`src/rtl/addsub_seq.sv`:
```
// Multicycle NBYTES*8-bit add/subtract sequencer driving one external 8-bit adder slice,
// one byte per cycle LSB first, with the carry chained through an internal register.
module addsub_seq #(
    parameter int NBYTES = 4,
    parameter int W      = 8 * NBYTES
) (
    input  logic         clk,
    input  logic         rst_n,
    input  logic         start,
    input  logic         sub,
    input  logic [W-1:0] op_a,
    input  logic [W-1:0] op_b,
    output logic         busy,
    output logic         done,
    output logic [W-1:0] result,
    output logic         flag_c,
    output logic         flag_v,
    output logic         flag_z,
    output logic [7:0]   add_a,
    output logic [7:0]   add_b,
    output logic         add_cin,
    input  logic [7:0]   add_s,
    input  logic         add_c,
    output logic [1:0]   dbg_state
);

    localparam int IW = (NBYTES > 1) ? $clog2(NBYTES) : 1;
    localparam logic [IW-1:0] LAST = IW'(NBYTES - 1);

    typedef enum logic [1:0] {
        S_IDLE = 2'd0,
        S_RUN  = 2'd1,
        S_DONE = 2'd2
    } state_t;

    state_t        state;
    logic [IW-1:0] idx;
    logic          cy;
    logic [W-1:0]  a_q;
    logic [W-1:0]  b_q;
    logic [W-1:0]  res_next;

    assign dbg_state = state;

    // Slice operands come only from registered state, so start/op_* never reach add_*.
    assign add_a   = (state == S_RUN) ? a_q[8*idx +: 8] : 8'd0;
    assign add_b   = (state == S_RUN) ? b_q[8*idx +: 8] : 8'd0;
    assign add_cin = (state == S_RUN) ? cy : 1'b0;

    always_comb begin
        res_next = result;
        res_next[8*idx +: 8] = add_s;
    end

    // Handshake: start is a request taken only in IDLE; busy is high from the cycle
    // after acceptance through the done cycle; done pulses once with result/flags valid.
    always_ff @(posedge clk or negedge rst_n) begin
        if (!rst_n) begin
            state  <= S_IDLE;
            idx    <= '0;
            cy     <= 1'b0;
            a_q    <= '0;
            b_q    <= '0;
            result <= '0;
            flag_c <= 1'b0;
            flag_v <= 1'b0;
            flag_z <= 1'b0;
            busy   <= 1'b0;
            done   <= 1'b0;
        end else begin
            case (state)
                S_IDLE: begin
                    if (start) begin
                        a_q   <= op_a;
                        b_q   <= sub ? ~op_b : op_b;
                        cy    <= sub;
                        idx   <= '0;
                        busy  <= 1'b1;
                        state <= S_RUN;
                    end
                end
                S_RUN: begin
                    result <= res_next;
                    cy     <= add_c;
                    idx    <= idx + 1'b1;
                    if (idx == LAST) begin
                        flag_c <= add_c;
                        flag_v <= (a_q[W-1] == b_q[W-1]) && (add_s[7] != a_q[W-1]);
                        flag_z <= (res_next == '0);
                        done   <= 1'b1;
                        state  <= S_DONE;
                    end
                end
                S_DONE: begin
                    done  <= 1'b0;
                    busy  <= 1'b0;
                    idx   <= '0;
                    state <= S_IDLE;
                end
                default: begin
                    done  <= 1'b0;
                    busy  <= 1'b0;
                    state <= S_IDLE;
                end
            endcase
        end
    end

endmodule

```
`config.mk`:
```
export PLATFORM = sky130hd
export DESIGN_NAME = addsub_seq
export DESIGN_NICKNAME = d
export VERILOG_FILES = /design/src/rtl/addsub_seq.sv
export SDC_FILE = /design/constraint.sdc
export NUM_CORES = 1
export LEC_CHECK = 0
export CORE_AREA = 2 2 101 103
export DETAILED_ROUTE_END_ITERATION = 6
export DIE_AREA = 0 0 103 105
export PLACE_DENSITY = 0.83
export SLEW_MARGIN = 10
export SYNTH_ARGS = -nofsm -noshare
export SYNTH_HDL_FRONTEND = slang
export SYNTH_SLANG_ARGS = --single-unit
```
`constraint.sdc`:
```
create_clock -name clk -period 5.2 [get_ports clk]
set_clock_uncertainty 0.1 [all_clocks]
set_input_delay 0.52 -clock clk [delete_from_list [all_inputs] [get_ports clk]]
set_output_delay 0.52 -clock clk [all_outputs]
set_load 0.02 [all_outputs]
```
==> out/qor.tcl <==
set qor(status) {completed}
set qor(io_pins) 133
set qor(number_of_antenna_cells_inserted) 0
set qor(max_cap_violations) 0
set qor(post_synthesis_instance_area_um2) 5056
set qor(worst_path_cell_trace) {mux4_2, and2_1, clkdlybuf4s50_1}
set qor(drv_slew) 0
set qor(start_util) 0.5245
set qor(p_leak_uw) 0.002682
set qor(area_growth_pct) 31.80
set qor(top_flip_flop_cell_by_instance_count_after_synthesis) {sky130_fd_sc_hd__dfrtp_1}
set qor(worst_path_arrival_time_ns) 2.64
set qor(finalWeightedCongestion) 0.9007
set qor(chipWidth_um) 103
set qor(critical-path-slowest-cell) {sky130_fd_sc_hd__dfrtp_2}
set qor(finish.net_count) 622
set qor(rsz0062_at_grt) {no}
set qor(crit_path_max_incr_delay_ns) 0.94
set qor(final_cells) 677
set qor(antenna_found_initial) 0
set qor(mostFrequentLayoutCell) {sky130_fd_sc_hd__clkdlybuf4s50_1}
set qor(slew_of_the_pin_with_the_lowest_slew_margin_ns) 1.007
set qor(fmax_mhz) 306.3
set qor(first_iter_violations) 217
set qor(detailroute.via_count) 3759
set qor(post_cts_hold_buffer_count) 0
set qor(placed_cells) 661
set qor(timing_worst_setup_path_type) {flip-flop to output pin}
set qor(placed_cell_area_um2) 6454
set qor(r2r_setup_slack_ns) 2.23
set qor(cts_tree) {yes}
set qor(rows) 36
set qor(drt_first_pass_iters) 5
set qor(maxSlewHeadroom) 0.3285
set qor(power.density_nw_per_um2) 636.0
set qor(timing.setup.tns_ns) 0
set qor(clockRootBuffer) {sky130_fd_sc_hd__clkbuf_8}
set qor(die-height_um) 105
set qor(dp_slack_ns) 2.186
set qor(drt_drc) 0
set qor(timing.critical_path.fanout_max) 31
set qor(first_global_vias) 3833
set qor(p_total_uw) 4238
set qor(ys.warnings.count) 0
set qor(ys_async_sr_fraction) 1.000
set qor(post-route-min-period_ns) 3.264
set qor(post-cts-setup-buffers) 0
set qor(path_depth) 3
set qor(critPathLaunchType) {flip-flop}
set qor(number_of_synthesized_flops_with_an_enable_pin) 0
set qor(finalSetupViolations) 0
set qor(drt-vias-per-instance) 5.552
set qor(layout_setup_ws_ns) 1.936
set qor(crit_buf_inv) 1
set qor(global_route_wire_length_before_repair_mm) 18.92
set qor(min_path_type) {input port to async pin}
set qor(vdd_drop_max_v) 0.0003241
set qor(core_region_area_um2) 9639
set qor(htree_num_levels) 3
set qor(postRouteWirelength_mm) 11.67
set qor(endpoint_class_of_the_critical_path) {output pin}
set qor(critical_path_required_ns) 4.58
set qor(place_hpwl_mm) 8.226
set qor(timing_hold_violations_final) 0
set qor(synthCells) 418
set qor(syn-num-nets) 501
set qor(cts.reportedPaths.clkPinSlew_ns) 0.11
set qor(stdcell_area_um2) 6664
set qor(critical_path.reg2reg.endpoint) {flag_z}
set qor(yosysSeqAreaShare) 0.5246
set qor(clockBufferDepth) 2
set qor(grt_use_total) 0.2240
set qor(cp_top_family) {flip-flops}
set qor(wl_per_cell_um) 17.24
set qor(flip_flop_and_latch_count_after_synthesis) 106
set qor(gr-total-overflow) 0
set qor(io_buffer_count) 132
set qor(most-common-layout-cells) {130 x sky130_fd_sc_hd__clkdlybuf4s50_1, 105 x sky130_fd_sc_hd__dfrtp_1, 40 x sky130_fd_sc_hd__nor2_1, 38 x sky130_fd_sc_hd__a21oi_1, 33 x sky130_fd_sc_hd__mux2_2}
set qor(cts_sink_cnt) 106
set qor(cts-buffers-inserted) 9
set qor(final.period_utilization) 0.6278
set qor(fp.dieArea_um2) 10820
set qor(synthesis.area_per_instance_um2) 12.10
set qor(grt_start_max_net_pins) 99
set qor(drive_gt1_frac) 0.1563
set qor(reg2regPathDepth) 7
set qor(ctsResizeCount) 0
set qor(route.antenna.remaining_nets) 0
set qor(worstSkewPairLatency_ns) 0.37
set qor(crit-reg2reg-launch) {idx[0]}
set qor(post_synth_num_cell_types) 46
## synthesized netlist by cell type (2+ instances only)
cell type,number,area [um2]
sky130_fd_sc_hd__o21ai_0,9,45.04
sky130_fd_sc_hd__nor3_4,2,32.53
sky130_fd_sc_hd__nor3_1,7,35.03
sky130_fd_sc_hd__nor4_1,5,31.28
sky130_fd_sc_hd__nor2_1,40,150.1
sky130_fd_sc_hd__xnor2_1,32,280.3
sky130_fd_sc_hd__mux2_2,33,371.6
sky130_fd_sc_hd__a22oi_1,2,15.01
sky130_fd_sc_hd__a21oi_1,38,190.2
sky130_fd_sc_hd__buf_1,4,15.01
sky130_fd_sc_hd__a31oi_1,2,12.51
sky130_fd_sc_hd__nor2b_1,2,12.51
sky130_fd_sc_hd__a22o_1,26,227.7
sky130_fd_sc_hd__buf_2,13,65.06
sky130_fd_sc_hd__or3_1,2,12.51
sky130_fd_sc_hd__mux4_2,16,360.4
sky130_fd_sc_hd__and2_1,18,112.6
sky130_fd_sc_hd__nand2_1,13,48.80
sky130_fd_sc_hd__dfrtp_1,106,2653
sky130_fd_sc_hd__a21o_1,3,22.52
sky130_fd_sc_hd__ha_1,6,75.07
sky130_fd_sc_hd__inv_1,6,22.52
sky130_fd_sc_hd__a22o_2,4,40.04
sky130_fd_sc_hd__clkbuf_1,7,26.28
## sequential cells by signal, indices dropped and copies added, names as in the netlist
name,cells
a_q,32
b_q,32
result,32
dbg_state,2
idx,2
busy,1
cy,1
done,1
flag_c,1
flag_v,1
flag_z,1
## worst register-to-register path: stages, from the launching register on
cell,delay (ns)
sky130_fd_sc_hd__dfrtp_2,0.94
sky130_fd_sc_hd__inv_1,0.31
sky130_fd_sc_hd__ha_1,0.49
sky130_fd_sc_hd__or3b_4,0.33
sky130_fd_sc_hd__o21ai_1,0.10
sky130_fd_sc_hd__a221oi_1,0.26
sky130_fd_sc_hd__nand4_1,0.12
sky130_fd_sc_hd__o31ai_1,0.24
## how the worst max path moves through the flow
| stage | startpoint | to | slack [ns] |
|---|---|---|---|
| floorplan | idx[1] | flag_z | 2.62 |
| global placement | idx[0] | flag_z | 2.28 |
| detailed placement | idx[0] | flag_z | 2.19 |
| CTS | idx[0] | add_a[7] | 1.89 |
| global route | idx[0] | add_a[7] | 1.75 |
| finish | idx[0] | add_a[7] | 1.94 |
## logic make-up (layout without fill, tap and decap cells)
family                     after synthesis  after routing  synth area share
DFF                                    106            106            0.5246
and+or+nand+nor                        101            101            0.1089
AOI/OAI and AO/OA                       92             92            0.1225
muxes                                   50             50            0.1467
xor gates and xnor gates                32             32           0.05543
buffers and inverters                   31            157           0.02697
adders and majority gates                6              6           0.01485
## per-stage QoR
stage          hold WS [ns]  utilization
3_3_place_gp         0.3822       0.6695
6_report            0.04916       0.6913
4_1_cts             0.06338       0.6913
3_5_place_dp         0.3718       0.6695
5_1_grt             0.08554       0.6913
2_1_floorplan        0.1244            -
## final cells by class
class                           count  area, um2
Timing Repair Buffer              135       1336
Tap cell                          133      166.4
Clock inverter                      7      86.33
Multi-Input combinational cell    281       2275
Clock buffer                        9      123.9
Fill cell                         737       2975
Sequential cell                   106       2654
Inverter                            6      22.52
## routing by layer
| layer | track usage | vias to the layer above | routed length, um |
|---|---|---|---|
| met5 | 0 | - | 0 |
| met3 | 0.06221 | 24 | 883 |
| met1 | 0.3054 | 1861 | 4936 |
| met2 | 0.3446 | 130 | 5614 |
| met4 | 0.07801 | 0 | 240 |
| li1 | - | 1744 | - |
## power by group
part,switching (uW),internal (uW)
Combinational,1010,1150
Sequential,329,1210
Clock,303,233
Total,1640,2600
No activity file was read; power rests on OpenSTA's default activity.
